[config.mk]
export PLATFORM = sky130hd
export DESIGN_NAME = div_seq_unit_flat
export DESIGN_NICKNAME = d
export VERILOG_FILES = /design/src/rtl/div_seq_unit_pkg.sv /design/src/rtl/div_seq_unit_if.sv /design/src/rtl/div_seq_unit_step.sv /design/src/rtl/div_seq_unit.sv /design/src/flat_wrapper.sv
export SDC_FILE = /design/constraint.sdc
export NUM_CORES = 1
export LEC_CHECK = 0
export BUFFER_PORTS_ARGS = -buffer_cell sky130_fd_sc_hd__buf_2
export CAP_MARGIN = 30
export CORE_ASPECT_RATIO = 1.5
export CORE_UTILIZATION = 54
export CTS_CLUSTER_DIAMETER = 120
export DETAILED_ROUTE_END_ITERATION = 12
export GPL_ROUTABILITY_DRIVEN = 0
export GPL_TIMING_DRIVEN = 0
export PLACE_DENSITY = 0.74
export SETUP_SLACK_MARGIN = 0.02
export SLEW_MARGIN = 20
export SYNTH_ARGS = -nofsm -noshare
export SYNTH_HDL_FRONTEND = slang
export SYNTH_SLANG_ARGS = --single-unit
[constraint.sdc]
create_clock -name clk -period 3.3 [get_ports clk]
set_input_delay 0.33 -clock clk [delete_from_list [all_inputs] [get_ports clk]]
set_output_delay 0.33 -clock clk [all_outputs]
set_load 0.005 [all_outputs]
[src/rtl/div_seq_unit_pkg.sv]
// Shared definitions for the sequential divider slice.
// State encoding and default operand width.
package div_seq_unit_pkg;

    localparam int DIV_WIDTH = 32;

    typedef enum logic [1:0] {
        IDLE  = 2'd0,
        CHECK = 2'd1,
        RUN   = 2'd2,
        FIX   = 2'd3
    } div_state_t;

endpackage

[src/rtl/div_seq_unit_if.sv]
// Divide handshake between the control unit and the divider.
// The control unit is the master; the divider responds.
interface div_seq_unit_if
    import div_seq_unit_pkg::*;
#(
    parameter int WIDTH = DIV_WIDTH
) ();

    logic             start;
    logic [WIDTH-1:0] dividend;
    logic [WIDTH-1:0] divisor;
    logic             busy;
    logic             done;
    logic             divzero;
    logic [WIDTH-1:0] hi_out;
    logic [WIDTH-1:0] lo_out;

    modport master (
        output start, dividend, divisor,
        input  busy, done, divzero, hi_out, lo_out
    );

    modport slave (
        input  start, dividend, divisor,
        output busy, done, divzero, hi_out, lo_out
    );

endinterface

[src/rtl/div_seq_unit_step.sv]
// One restoring-division iteration: shift in a dividend bit,
// trial-subtract the divisor magnitude in WIDTH+1 bits.
module div_seq_unit_step #(
    parameter int WIDTH = 32
) (
    input  logic [WIDTH-1:0] rem,
    input  logic             quo_msb,
    input  logic [WIDTH-1:0] dabs,
    output logic [WIDTH-1:0] rem_next,
    output logic             qbit
);

    logic [WIDTH:0] shifted;
    logic [WIDTH:0] diff;

    assign shifted = {rem, quo_msb};
    assign diff    = shifted - {1'b0, dabs};

    // A clear borrow bit means the trial subtraction fits.
    always_comb begin
        qbit     = ~diff[WIDTH];
        rem_next = shifted[WIDTH-1:0];
        if (~diff[WIDTH]) begin
            rem_next = diff[WIDTH-1:0];
        end
    end

endmodule

[src/rtl/div_seq_unit.sv]
// Sequential signed divider: quotient to LO, remainder to HI,
// truncating toward zero with the remainder signed like the dividend.
module div_seq_unit
    import div_seq_unit_pkg::*;
#(
    parameter int WIDTH = DIV_WIDTH
) (
    input  logic        clk,
    input  logic        reset,
    div_seq_unit_if.slave bus
);

    localparam int CW = $clog2(WIDTH);

    div_state_t       state;
    logic [WIDTH-1:0] a_reg;
    logic [WIDTH-1:0] b_reg;
    logic [WIDTH-1:0] rem;
    logic [WIDTH-1:0] quo;
    logic [WIDTH-1:0] dabs;
    logic             sign_q;
    logic             sign_r;
    logic [CW-1:0]    cnt;
    logic             busy;
    logic             done;
    logic             divzero;
    logic [WIDTH-1:0] hi;
    logic [WIDTH-1:0] lo;

    logic [WIDTH-1:0] a_abs;
    logic [WIDTH-1:0] b_abs;
    logic [WIDTH-1:0] rem_next;
    logic             qbit;

    // Unsigned magnitudes, so the most negative value maps to itself.
    assign a_abs = a_reg[WIDTH-1] ? -a_reg : a_reg;
    assign b_abs = b_reg[WIDTH-1] ? -b_reg : b_reg;

    div_seq_unit_step #(
        .WIDTH (WIDTH)
    ) u_step (
        .rem      (rem),
        .quo_msb  (quo[WIDTH-1]),
        .dabs     (dabs),
        .rem_next (rem_next),
        .qbit     (qbit)
    );

    always_ff @(posedge clk) begin
        if (reset) begin
            state   <= IDLE;
            a_reg   <= '0;
            b_reg   <= '0;
            rem     <= '0;
            quo     <= '0;
            dabs    <= '0;
            sign_q  <= 1'b0;
            sign_r  <= 1'b0;
            cnt     <= '0;
            busy    <= 1'b0;
            done    <= 1'b0;
            divzero <= 1'b0;
            hi      <= '0;
            lo      <= '0;
        end else begin
            done    <= 1'b0;
            divzero <= 1'b0;
            unique case (state)
                IDLE: begin
                    if (bus.start) begin
                        a_reg <= bus.dividend;
                        b_reg <= bus.divisor;
                        busy  <= 1'b1;
                        state <= CHECK;
                    end
                end
                CHECK: begin
                    if (b_reg == '0) begin
                        divzero <= 1'b1;
                        busy    <= 1'b0;
                        state   <= IDLE;
                    end else begin
                        quo    <= a_abs;
                        rem    <= '0;
                        dabs   <= b_abs;
                        sign_q <= a_reg[WIDTH-1] ^ b_reg[WIDTH-1];
                        sign_r <= a_reg[WIDTH-1];
                        cnt    <= CW'(WIDTH - 1);
                        state  <= RUN;
                    end
                end
                RUN: begin
                    rem <= rem_next;
                    quo <= {quo[WIDTH-2:0], qbit};
                    cnt <= cnt - 1'b1;
                    if (cnt == '0) begin
                        state <= FIX;
                    end
                end
                FIX: begin
                    lo    <= sign_q ? -quo : quo;
                    hi    <= sign_r ? -rem : rem;
                    done  <= 1'b1;
                    busy  <= 1'b0;
                    state <= IDLE;
                end
            endcase
        end
    end

    assign bus.busy    = busy;
    assign bus.done    = done;
    assign bus.divzero = divzero;
    assign bus.hi_out  = hi;
    assign bus.lo_out  = lo;

endmodule
[src/flat_wrapper.sv]
// flat-port wrapper written by rule: the top's interface ports become plain ports
module div_seq_unit_flat import div_seq_unit_pkg::*;
#(
    parameter int WIDTH = DIV_WIDTH
)
  (clk, reset, bus_start, bus_dividend, bus_divisor, bus_busy, bus_done, bus_divzero, bus_hi_out, bus_lo_out);
  div_seq_unit_if #(.WIDTH(WIDTH)) bus_i ();
  input  logic clk;
  input  logic reset;
  input wire logic [$bits(bus_i.start)-1:0] bus_start;
  input wire logic [$bits(bus_i.dividend)-1:0] bus_dividend;
  input wire logic [$bits(bus_i.divisor)-1:0] bus_divisor;
  output wire logic [$bits(bus_i.busy)-1:0] bus_busy;
  output wire logic [$bits(bus_i.done)-1:0] bus_done;
  output wire logic [$bits(bus_i.divzero)-1:0] bus_divzero;
  output wire logic [$bits(bus_i.hi_out)-1:0] bus_hi_out;
  output wire logic [$bits(bus_i.lo_out)-1:0] bus_lo_out;
  assign bus_i.start = bus_start;
  assign bus_i.dividend = bus_dividend;
  assign bus_i.divisor = bus_divisor;
  assign bus_busy = bus_i.busy;
  assign bus_done = bus_i.done;
  assign bus_divzero = bus_i.divzero;
  assign bus_hi_out = bus_i.hi_out;
  assign bus_lo_out = bus_i.lo_out;
  div_seq_unit #(.WIDTH(WIDTH)) u_core (.clk(clk), .reset(reset), .bus(bus_i));
endmodule
==> flow_metrics.env <==
export IMPL_clock_tree_buffer_depth=3
export IMPL_core_area_mm2=0.0237
export IMPL_gr_total_overflow=0
export IMPL_syn_mean_instance_area_um2=8.01
export IMPL_final_nets=1934
export IMPL_leakage_uw=0.00619
export IMPL_ys_ff_latch=236
export IMPL_start_kind="register"
export IMPL_worst_pin_slew_ps=801
export IMPL_drtIter0Drc=1039
export IMPL_yosysMostFrequentCell="nand2_1"
export IMPL_synth_seq_area_share_pct=36.1
export IMPL_cts_tree="yes"
export IMPL_via_count=12800
export IMPL_antenna_left=0
export IMPL_grt_max_degree=15
export IMPL_cp_end_kind="register"
export IMPL_num_antenna_cells=0
export IMPL_synthTopCellsByCount="nand2_1, dfxtp_1, nor2_1"
export IMPL_dieWidth_um=129
export IMPL_syn_num_nets=1747
export IMPL_critPathArrivalTime_ps=3700
export IMPL_area_growth_pct=20.4
export IMPL_grt_pass1_wl_um=62800
export IMPL_hold_viol=0
export IMPL_worst_path_largest_cell_delay_ps=420
export IMPL_grt_use_total_pct=32.1
export IMPL_antenna_found_initial=0
export IMPL_wl_um=40500
export IMPL_hold_class="in2reg"
export IMPL_rr_startpoint="u_core.dabs[6]$_SDFFE_PP0P_"
export IMPL_drc_errors=0
export IMPL_ir_drop_mv=0.422
export IMPL_maxCapViolCount=0
export IMPL_worstHoldStart="bus_divisor[3]"
export IMPL_ys_warn_count=0
export IMPL_root_buffer="clkbuf_16"
export IMPL_numCtsBuffers=23
export IMPL_wl_per_cell_um=18.8
export IMPL_synth_distinct_cells=70
export IMPL_grt_setup_unrepaired="yes"
export IMPL_synth_edf_count=0
export IMPL_ioPinCount=134
export IMPL_start_util_pct=55.2
export IMPL_relSlewSlack_pct=46.6
export IMPL_crit_type="reg2reg"
export IMPL_crit_chain="inv_1, ha_1, o21a_1, o21ai_2, a31oi_4, a21oi_4, o31ai_4, a311o_1, a31oi_2, buf_4, buf_4, clkbuf_8, o21ai_1, a32o_1"
export IMPL_dpl_worst_slack_ps=-806
export IMPL_dr_pass1_iters=6
export IMPL_cts_hold_buf=0
export IMPL_via_per_inst=5.96
export IMPL_post_route_util_pct=66.4
export IMPL_crit_start="u_core.dabs[6]$_SDFFE_PP0P_"
export IMPL_fin_skew_ps=11.9
export IMPL_fmax_mhz=304
export IMPL_syn_inst=1636
export IMPL_synth_largest_area_cell="dfxtp_1"
export IMPL_holdWs_ps=41.3
export IMPL_period_minus_slack_ps=3290
export IMPL_syn_area_mm2=0.0131
export IMPL_powerDensity_mw_per_mm2=548
export IMPL_port_buffers=132
export IMPL_setup_viol=0
export IMPL_clk_pin_slew_ps=70
export IMPL_cpMostUsedCell="buf_4"
export IMPL_hpwl_um=29900
export IMPL_synth_top_area_share_pct=36.1
export IMPL_slew_violations=0
export IMPL_die_area_mm2=0.0249
export IMPL_synth_area_leaders="dfxtp_1, nand2_1, a211oi_1, xor2_1, nor2_1"
export IMPL_cts_sinks=236
export IMPL_synthFlopType="dfxtp_1"
export IMPL_crit_slowest_cell="a311o_1"
export IMPL_clk_insertion_delay_late_ps=520
export IMPL_drive_gt1_share_pct=18.4
export IMPL_fill_cells=2029
export IMPL_status="finished clean"
export IMPL_timing_final_crit_share_pct=99.7
export IMPL_die_h_um=193
export IMPL_setup_ws_ps=8.94
export IMPL_htreeDepth=1
export IMPL_critPathMaxFanout=10
export IMPL_required_ps=3710
export IMPL_num_rows=69
export IMPL_ys_async_sr_fraction_pct=0
export IMPL_grt_pass1_vias=12200
[layout make-up]
type	count	area, um2	share of cell area [%]
buffer	111	526	3.33
inverter	53	199	1.26
timing repair buffer	166	937	5.94
multi-input combinational	1232	8220	52.1
tap	319	399	2.53
clock buffer	33	663	4.21
clock inverter	5	57.6	0.365
sequential	236	4770	30.3
[logic make-up after synthesis]
kind of cell | after synthesis | synth area share, %
simple gates | 565 | 19.3
mux | 14 | 1.07
buf+inv | 168 | 5.05
fa+ha+maj | 44 | 4.26
flops | 236 | 36.1
xor+xnor | 143 | 9.56
compound gates | 466 | 24.7
[power breakdown]
group | switching (uW) | internal [uW] | total, uW
registers | 266 | 3080 | 3350
clock network | 1110 | 1470 | 2580
logic | 1630 | 1080 | 2710
total | 3010 | 5630 | 8640
[critical path: cells and delay by family (launching register included)]
family                   cells  cell delay, ps
AO/OA/AOI/OAI                9            1850
buffers and inverters        4             630
adder cells (fa/ha/maj)      1             380
flip-flops                   1             330
[metal layers]
layer / GRT usage (%) / vias up / routed length (um)
met5: 0 / - / 0
li1: - / 6250 / -
met2: 56.5 / 502 / 19900
met1: 35.8 / 5927 / 15600
met4: 21.9 / 0 / 2840
met3: 4.10 / 155 / 2130
[metrics by stage]
step                total power [uW]  instances  TNS (ps)  instance area (um2)
finish                          8640       2155         0                15800
global route                    9060       2155      -716                15800
CTS                             8430       2147         0                15300
detailed placement              5730       2088    -23310                14200
global placement                5680       2087    -21650                14200
floorplan                       5090       1636         0                13100
[repair_timing]
action / CTS / global route
pin swaps: 18 / 20
resized for setup: 85 / 89
setup buffers: 20 / 11
endpoints found under the hold margin: 0 / 0
endpoints found under the setup margin: 49 / 62
gates cloned: 2 / 0
[placed cells by master (no fill, tap or decap), types with 32 or more instances in the layout]
master	count
a211oi_1	101
buf_4	32
nand2_1	238
xor2_1	88
nor2_1	180
clkbuf_1	89
o31ai_1	35
ha_1	35
a21oi_1	104
o21ai_0	58
dfxtp_1	213
buf_2	139
inv_1	52
xnor2_1	53
[worst paths after layout]
path / to / slack (ps) / cells past startpoint
min: u_core.b_reg[3]$_SDFFE_PP0P_ / 40 / 3
min reg2reg: u_core.a_reg[17]$_SDFFE_PP0P_ / 480 / 2
max reg2reg: u_core.rem[14]$_SDFFE_PP0P_ / 9 / 14
max: u_core.rem[14]$_SDFFE_PP0P_ / 9 / 14
Power figures use the tool's default switching activity.
